===== src/rtl/gray_ticket_arbiter.sv =====
// Round-robin arbiter that hands each winner a Gray-coded ticket
// from one shared binary sequence counter.
module gray_ticket_arbiter #(
    parameter int WIDTH = 4,
    parameter int NREQ  = 4
) (
    input  logic             clk,
    input  logic             rst_n,
    input  logic [NREQ-1:0]  req,
    input  logic             hold,
    input  logic             clear,
    output logic [NREQ-1:0]  gnt,
    output logic [WIDTH-1:0] ticket,
    output logic             ticket_vld,
    output logic             wrap,
    output logic             busy
);

    localparam int PW = (NREQ > 1) ? $clog2(NREQ) : 1;
    localparam logic [PW-1:0] LAST = PW'(NREQ - 1);

    typedef enum logic [1:0] {
        RUN,
        HOLD,
        CLEAR
    } state_t;

    state_t           state_q, state_d;
    logic [WIDTH-1:0] count_q, count_d;
    logic [WIDTH-1:0] ticket_q, ticket_d;
    logic [PW-1:0]    ptr_q, ptr_d;
    logic [NREQ-1:0]  gnt_q, gnt_d;
    logic             vld_q, vld_d;
    logic             wrap_q, wrap_d;

    logic             found;
    logic [PW-1:0]    winner;

    // First set request at or above the pointer, wrapping at NREQ-1.
    always_comb begin : search
        int          idx;
        logic [PW-1:0] cand;
        idx    = 0;
        cand   = '0;
        found  = 1'b0;
        winner = '0;
        for (int i = 0; i < NREQ; i++) begin
            idx = int'(ptr_q) + i;
            if (idx >= NREQ) begin
                idx = idx - NREQ;
            end
            cand = PW'(idx);
            if (!found && req[cand]) begin
                found  = 1'b1;
                winner = cand;
            end
        end
    end

    always_comb begin
        state_d  = state_q;
        count_d  = count_q;
        ptr_d    = ptr_q;
        gnt_d    = '0;
        ticket_d = ticket_q;
        vld_d    = 1'b0;
        wrap_d   = 1'b0;
        unique case (state_q)
            CLEAR: begin
                count_d = '0;
                ptr_d   = '0;
                state_d = hold ? HOLD : RUN;
            end
            HOLD: begin
                if (clear) begin
                    state_d = CLEAR;
                end else if (!hold) begin
                    state_d = RUN;
                end
            end
            RUN: begin
                if (clear) begin
                    state_d = CLEAR;
                end else if (hold) begin
                    state_d = HOLD;
                end else if (found) begin
                    gnt_d[winner] = 1'b1;
                    ticket_d      = count_q ^ (count_q >> 1);
                    vld_d         = 1'b1;
                    wrap_d        = &count_q;
                    count_d       = count_q + 1'b1;
                    ptr_d         = (winner == LAST) ? '0 : winner + 1'b1;
                end
            end
            default: state_d = RUN;
        endcase
    end

    always_ff @(posedge clk or negedge rst_n) begin
        if (!rst_n) begin
            state_q  <= RUN;
            count_q  <= '0;
            ticket_q <= '0;
            ptr_q    <= '0;
            gnt_q    <= '0;
            vld_q    <= 1'b0;
            wrap_q   <= 1'b0;
        end else begin
            state_q  <= state_d;
            count_q  <= count_d;
            ticket_q <= ticket_d;
            ptr_q    <= ptr_d;
            gnt_q    <= gnt_d;
            vld_q    <= vld_d;
            wrap_q   <= wrap_d;
        end
    end

    assign gnt        = gnt_q;
    assign ticket     = ticket_q;
    assign ticket_vld = vld_q;
    assign wrap       = wrap_q;
    assign busy       = (state_q != RUN);

endmodule

===== config.mk =====
export PLATFORM = sky130hd
export DESIGN_NAME = gray_ticket_arbiter
export DESIGN_NICKNAME = d
export VERILOG_FILES = /design/src/rtl/gray_ticket_arbiter.sv
export SDC_FILE = /design/constraint.sdc
export NUM_CORES = 1
export LEC_CHECK = 0
export CAP_MARGIN = 20
export CORE_MARGIN = 3
export CORE_UTILIZATION = 47
export DETAILED_ROUTE_END_ITERATION = 8
export PLACE_DENSITY = 0.74
export RECOVER_POWER = 25
export SYNTH_ARGS = -nofsm -noshare
export SYNTH_HDL_FRONTEND = slang
export SYNTH_SLANG_ARGS = --single-unit

===== constraint.sdc =====
create_clock -name clk -period 3.5 [get_ports clk]
set_input_delay 0.7 -clock clk [delete_from_list [all_inputs] [get_ports clk]]
set_output_delay 0.7 -clock clk [all_outputs]
set_load 0.1 [all_outputs]

==> results of run 1 <==
worst register-to-register path, delay by kind of cell, from the launching register on:
| kind | cells | cell delay [ns] |
|---|---|---|
| flip-flops | 1 | 0.48 |
| AO/OA/AOI/OAI | 2 | 0.23 |
| AND/OR/NAND/NOR | 3 | 0.72 |
| buffers and inverters | 1 | 0.12 |
| multiplexers | 1 | 0.21 |
| adder cells (fa/ha/maj) | 1 | 0.30 |
cells in the final DEF (no fill, tap or decap), drive strengths merged, types with 2 or more instances in the layout:
cell type / instances
dfrtp: 18
clkdlybuf4s50: 15
nand2: 11
ha: 7
nor2: 5
a21oi: 5
inv: 5
o21ai: 5
and2: 4
clkbuf: 4
mux2i: 3
nor3: 3
or2: 3
nor4: 3
mux2: 3
nand3b: 2
dlygate4sd3: 2
stage by stage:
stage	total power [W]	worst slack [ns]
2_1_floorplan	0.000548	1.42
3_5_place_dp	0.000632	0.650
4_1_cts	0.000764	0.957
6_report	0.000758	0.979
3_3_place_gp	0.000625	0.791
5_1_grt	0.000801	0.678
cells by family after synthesis:
kind of cell             count (synthesis)  synth area share [%]
adder cells (fa/ha/maj)                  7                  9.35
buffers and inverters                    9                  4.41
AND/OR/NAND/NOR                         36                  23.1
flip-flops                              18                  48.1
multiplexers                             6                  7.21
AO/OA/AOI/OAI                           13                  7.88
registers in the layout, indices dropped and copies added, names as in the netlist:
signal,flops
count_q,4
ptr_q,2
ticket,4
wrap,1
state_q,2
ticket_vld,1
gnt,4
per-layer routing:
layer,vias to the layer above,wire length [µm],global-route usage (%)
li1,335,-,-
met1,306,774,20.8
met2,19,747,22.6
met3,5,82,2.67
met4,0,40,9.42
met5,-,0,0
worst min path at each step:
stage	start	end	slack, ns	depth (start not counted)
global route	ticket[1]$_DFFE_PN0P_	ticket[1]$_DFFE_PN0P_	0.55	1
global placement	ticket[2]$_DFFE_PN0P_	ticket[2]$_DFFE_PN0P_	0.49	1
finish	ticket[1]$_DFFE_PN0P_	ticket[1]$_DFFE_PN0P_	0.52	1
detailed placement	ticket[1]$_DFFE_PN0P_	ticket[1]$_DFFE_PN0P_	0.50	1
CTS	ticket[1]$_DFFE_PN0P_	ticket[1]$_DFFE_PN0P_	0.52	1
floorplan	rst_n	count_q[0]$_DFFE_PN0P_	0.40	0
cells in the mapped netlist (2+ instances only):
cell type  count  area share, %
dfrtp_1       18             48
nand2_1       11            4.4
ha_1           7            9.3
a21oi_1        5            2.7
inv_1          5            2.0
nor2_1         5            2.0
o21ai_0        5            2.7
and2_2         4            3.2
clkbuf_1       3            1.2
mux2i_1        3            3.2
mux2_2         2            2.4
nand3b_1       2            1.6
nor3_1         2            1.1
nor4_1         2            1.3
or2_2          2            1.3
power breakdown:
group	internal, W	switching [W]
sequential	0.000250	0.0000428
clock	0.0000636	0.0000676
combinational	0.0000977	0.000237
total	0.000411	0.000348
final cells by class:
| class | count | area share, % |
|---|---|---|
| timing repair buffer | 18 | 15.3 |
| sequential | 18 | 38.8 |
| inverter | 5 | 1.62 |
| tap | 25 | 2.70 |
| multi-input combinational | 62 | 38.4 |
| clock buffer | 4 | 3.13 |
==> flow_summary_export.csv, run 1 <==
group,metric,value,unit
clock_network,clkLatencyLatePin,0.30,ns
critical_path,path_delay_family,"simple AND/OR/NAND/NOR gates",
yosys,yosys_warnings,0,
yosys,ys.flop_type,"dfrtp_1",
clock_network,cts.sinks,18,
routing,ant_nets,0,
timing,slew_headroom,34.9,%
timing,slew_viol_final,0,
placed_design,placed_cell_area,1120,µm²
floorplanning,rows,15,
yosys,syn_area,937,µm²
clock_network,cts_buffers,3,
placed_design,port-buffer-count,18,
yosys,seq_area_frac_synth,48.1,%
cells_and_area,fillers,159,
critical_path,end_kind,"register",
critical_path,worstSetupPathType,"in2reg",
yosys,ys_async_sr_fraction,100,%
cells_and_area,diodes,0,
critical_path,cp.required,3.73,ns
clock_network,postCtsHoldBufs,0,
critical_path,cp_max_fo,4,
clock_network,clkTransAtPathRegs,0.10,ns
flow_run,maxCapViolCount,0,
critical_path,r2r_start,"ptr_q[1]$_DFFE_PN0P_",
routing,drtPass1Iterations,5,
yosys,synth_edf_count,0,
critical_path,worstSetupStartpoint,"req[2]",
worst_hold_path,hp-class,"reg2reg",
cells_and_area,nNetsFinal,123,
power,power_density,654,nW/µm²
timing,tightest_slew,0.974,ns
routing,routedWlPerCell,12.5,µm
power,ir_worst_vdd,583,µV
critical_path,ff2ff_setup_slack,1.36,ns
placed_design,dpl.hpwl,1.19,mm
cells_and_area,instances_no_fill,132,
clock_network,cts_max_level,1,
power,power_leakage,0.519,nW
critical_path,cp.buffers_inverters,2,
critical_path,start_kind,"input pin",
routing,drc_errors,0,
critical_path,max_stage_delay,0.50,ns
status,outcome,"completed",
timing,min_period,2.52,ns
clock_network,clock_path_buffers,2,
timing,setup_violations,0,
global_route,grt.total_usage,15.3,%
critical_path,crit_chain,"clkdlybuf4s50_1 -> mux2i_1 -> nor2_1 -> nor3_1 -> inv_1 -> ha_1 -> nor4_1 -> a21oi_1 -> o21ai_0",
floorplanning,boundaryPins,19,
floorplanning,coreArea,1800,µm²
routing,viasPerCell,5.04,
critical_path,cp_slowest_cell,"clkdlybuf4s50_1",
cells_and_area,syn_to_final_growth,23.8,%
clock_network,cts_tree,"done",
floorplanning,start_util,52.0,%
routing,routed_wl,1.65,mm
timing,fmax,397,MHz
critical_path,crit_end,"ptr_q[1]$_DFFE_PN0P_",
timing,period_share,72.0,%
global_route,overflow,0,
clock_network,cts_setup_buffers,0,
clock_network,ctsResizeCount,0,
timing,rsz0062_at_grt,"no",
timing,finalSetupTns,0,ns
placed_design,dp.cells,128,
global_route,grt_pass1_vias,628,
floorplanning,die_width,50.7,µm
timing,hold_violations,0,
critical_path,cp.depth,9,
yosys,syn_nets,104,
placed_design,gp_congestion,0.735,
clock_network,cts-root-buf,"clkbuf_4",
global_route,grt_max_degree,19,
timing,whs,0.519,ns
timing,timing.clock.skew,0.00422,ns
cells_and_area,drive_gt1_share,15.9,%
yosys,synthCells,89,
floorplanning,die_h,50.7,µm
yosys,avgSynthCellArea,10.5,µm²
critical_path,arrival,2.75,ns
cells_and_area,ff_latch_area,450,µm²
global_route,grt_pass1_wl,2.93,mm
cells_and_area,multi_input_area,445,µm²
routing,num_vias,665,
critical_path,r2r-end,"ptr_q[1]$_DFFE_PN0P_",
cells_and_area,postLayoutCoreUtil,64.4,%
global_route,antenna_found_initial,0,
critical_path,reg2reg_depth,8,
yosys,synth-seq-cells,18,
routing,drt_iter0_drc,9,
floorplanning,dieArea,2570,µm²
cells_and_area,final_cell_area,1160,µm²
yosys,synth.distinct_cells,28,
(Power assumes the default switching activity.)
==> inputs of run 2 (changes only) <==
CORE_UTILIZATION = 44   (was 47)
PLACE_DENSITY = 0.73   (was 0.74)
clock period = 2.1 ns   (was 3.5 ns; I/O delays follow)
==> run 2 against run 1 <==
- flip-flop and latch count unchanged
- power up 69%
- cell count increased by 9.8%
- sequential share of layout area fell by 2.3 points
- final area increased by 6.4%
==> flow_summary_export.csv, run 2 (synthesis results as in run 1) <==
group,metric,value,unit
placed_design,gp_congestion,0.767,
timing,tightest_slew,0.924,ns
routing,ant_nets,0,
cells_and_area,multi_input_area,450,µm²
critical_path,cp.depth,8,
floorplanning,coreArea,1980,µm²
critical_path,arrival,2.23,ns
power,power_density,1040,nW/µm²
critical_path,end_kind,"register",
timing,timing.clock.skew,0.00268,ns
routing,viasPerCell,5.02,
cells_and_area,drive_gt1_share,32.2,%
power,p_total,0.00128,W
clock_network,cts_max_level,1,
clock_network,postCtsHoldBufs,0,
floorplanning,start_util,47.3,%
critical_path,cp.buffers_inverters,1,
clock_network,clkTransAtPathRegs,0.10,ns
critical_path,worstSetupPathType,"in2reg",
cells_and_area,final_common_cell,"buf_4",
cells_and_area,nNetsFinal,134,
cells_and_area,fillers,166,
floorplanning,boundaryPins,19,
power,power_leakage,0.593,nW
cells_and_area,diodes,0,
routing,drt_iter0_drc,19,
timing,slew_viol_final,0,
critical_path,cp.required,2.32,ns
timing,fmax,497,MHz
critical_path,reg2reg_depth,8,
floorplanning,die_width,52.2,µm
floorplanning,die_h,52.2,µm
floorplanning,dieArea,2720,µm²
global_route,grt_max_degree,19,
cells_and_area,syn_to_final_growth,31.6,%
critical_path,cp_max_fo,5,
clock_network,clock_path_buffers,2,
routing,num_vias,728,
clock_network,cts_setup_buffers,0,
global_route,grt_pass1_wl,2.81,mm
placed_design,dpl.hpwl,1.28,mm
global_route,grt_pass1_vias,654,
critical_path,ff2ff_setup_slack,0.20,ns
critical_path,cp_slowest_cell,"clkdlybuf4s50_1",
routing,routed_wl,1.71,mm
critical_path,max_stage_delay,0.54,ns
floorplanning,rows,16,
routing,routedWlPerCell,11.8,µm
cells_and_area,ff_latch_area,450,µm²
global_route,overflow,0,
routing,drc_errors,0,
timing,period_share,95.8,%
routing,drtPass1Iterations,7,
timing,min_period,2.01,ns
power,ir_worst_vdd,744,µV
timing,rsz0062_at_grt,"no",
clock_network,cts_buffers,3,
cells_and_area,final_cell_mix,"20 x buf_4, 18 x dfrtp_1, 11 x nand2_1",
clock_network,clkLatencyLatePin,0.29,ns
flow_run,maxCapViolCount,0,
timing,hold_violations,0,
clock_network,ctsResizeCount,0,
clock_network,cts.sinks,18,
cells_and_area,final_cell_area,1230,µm²
clock_network,cts-root-buf,"clkbuf_4",
worst_hold_path,min_path_cells,1,
critical_path,crit_chain,"clkdlybuf4s50_1 -> a21oi_1 -> o21a_1 -> o22a_1 -> ha_1 -> nor4_1 -> a21oi_1 -> o21ai_0",
critical_path,crit_top_cell,"a21oi_1",
status,outcome,"completed",
timing,setup_violations,0,
critical_path,start_kind,"input pin",
global_route,antenna_found_initial,0,
critical_path,path_delay_family,"compound AO/OA/AOI/OAI gates",
timing,slew_headroom,38.4,%
placed_design,placed_cell_area,1200,µm²
worst_hold_path,hp-class,"reg2reg",
clock_network,cts_tree,"done",
global_route,grt.total_usage,14.2,%
placed_design,port-buffer-count,18,
run 2: changes by cell type in the layout (fill, tap and decap cells not counted), sizes merged:
| cell | before | now |
|---|---|---|
| buf | 1 | 21 |
| clkbuf | 4 | 5 |
| clkdlybuf4s50 | 15 | 6 |
| dlygate4sd3 | 2 | 1 |
run 2: through the flow:
step	setup TNS (ns)	instances	setup WS [ns]	utilization, %	hold WS (ns)
after floorplan	0	89	0.127	-	0.124
after global placement	-0.0883	141	-0.0883	60.4	0.494
after detailed placement	-0.198	141	-0.182	60.4	0.501
after CTS	0	145	0.0979	62.2	0.441
after global routing	0	145	0.00239	62.2	0.550
final	0	145	0.0892	62.2	0.521
run 2: final timing paths:
path	startpoint	endpoint
worst max-delay path	req[0]	ptr_q[1]$_DFFE_PN0P_
worst min-delay path	ticket[1]$_DFFE_PN0P_	ticket[1]$_DFFE_PN0P_
worst max register to register	ptr_q[1]$_DFFE_PN0P_	ptr_q[1]$_DFFE_PN0P_
worst min register to register	ticket[1]$_DFFE_PN0P_	ticket[1]$_DFFE_PN0P_
max in group asynchronous	rst_n	ticket[3]$_DFFE_PN0P_
min in group asynchronous	rst_n	ptr_q[1]$_DFFE_PN0P_
run 2: final cells by class:
class / instances / share of cell area (%)
clock buffer: 4 / 2.94
inverter: 5 / 1.52
multi-input combinational: 62 / 36.5
sequential: 18 / 36.5
tap: 27 / 2.74
timing repair buffer: 29 / 19.8
run 2: where the power goes:
group	internal (W)	leakage, nW	switching, W
Combinational	0.000182	0.333	0.000410
Sequential	0.000416	0.239	0.0000654
Clock	0.000106	0.0210	0.000104
run 2: routing by layer:
layer,global-route usage (%),vias to the layer above,share of wire (%)
met5,0,-,0
met4,3.83,0,0
met3,6.30,0,8.5
met2,21.8,32,48
met1,18.1,340,43
li1,-,356,-
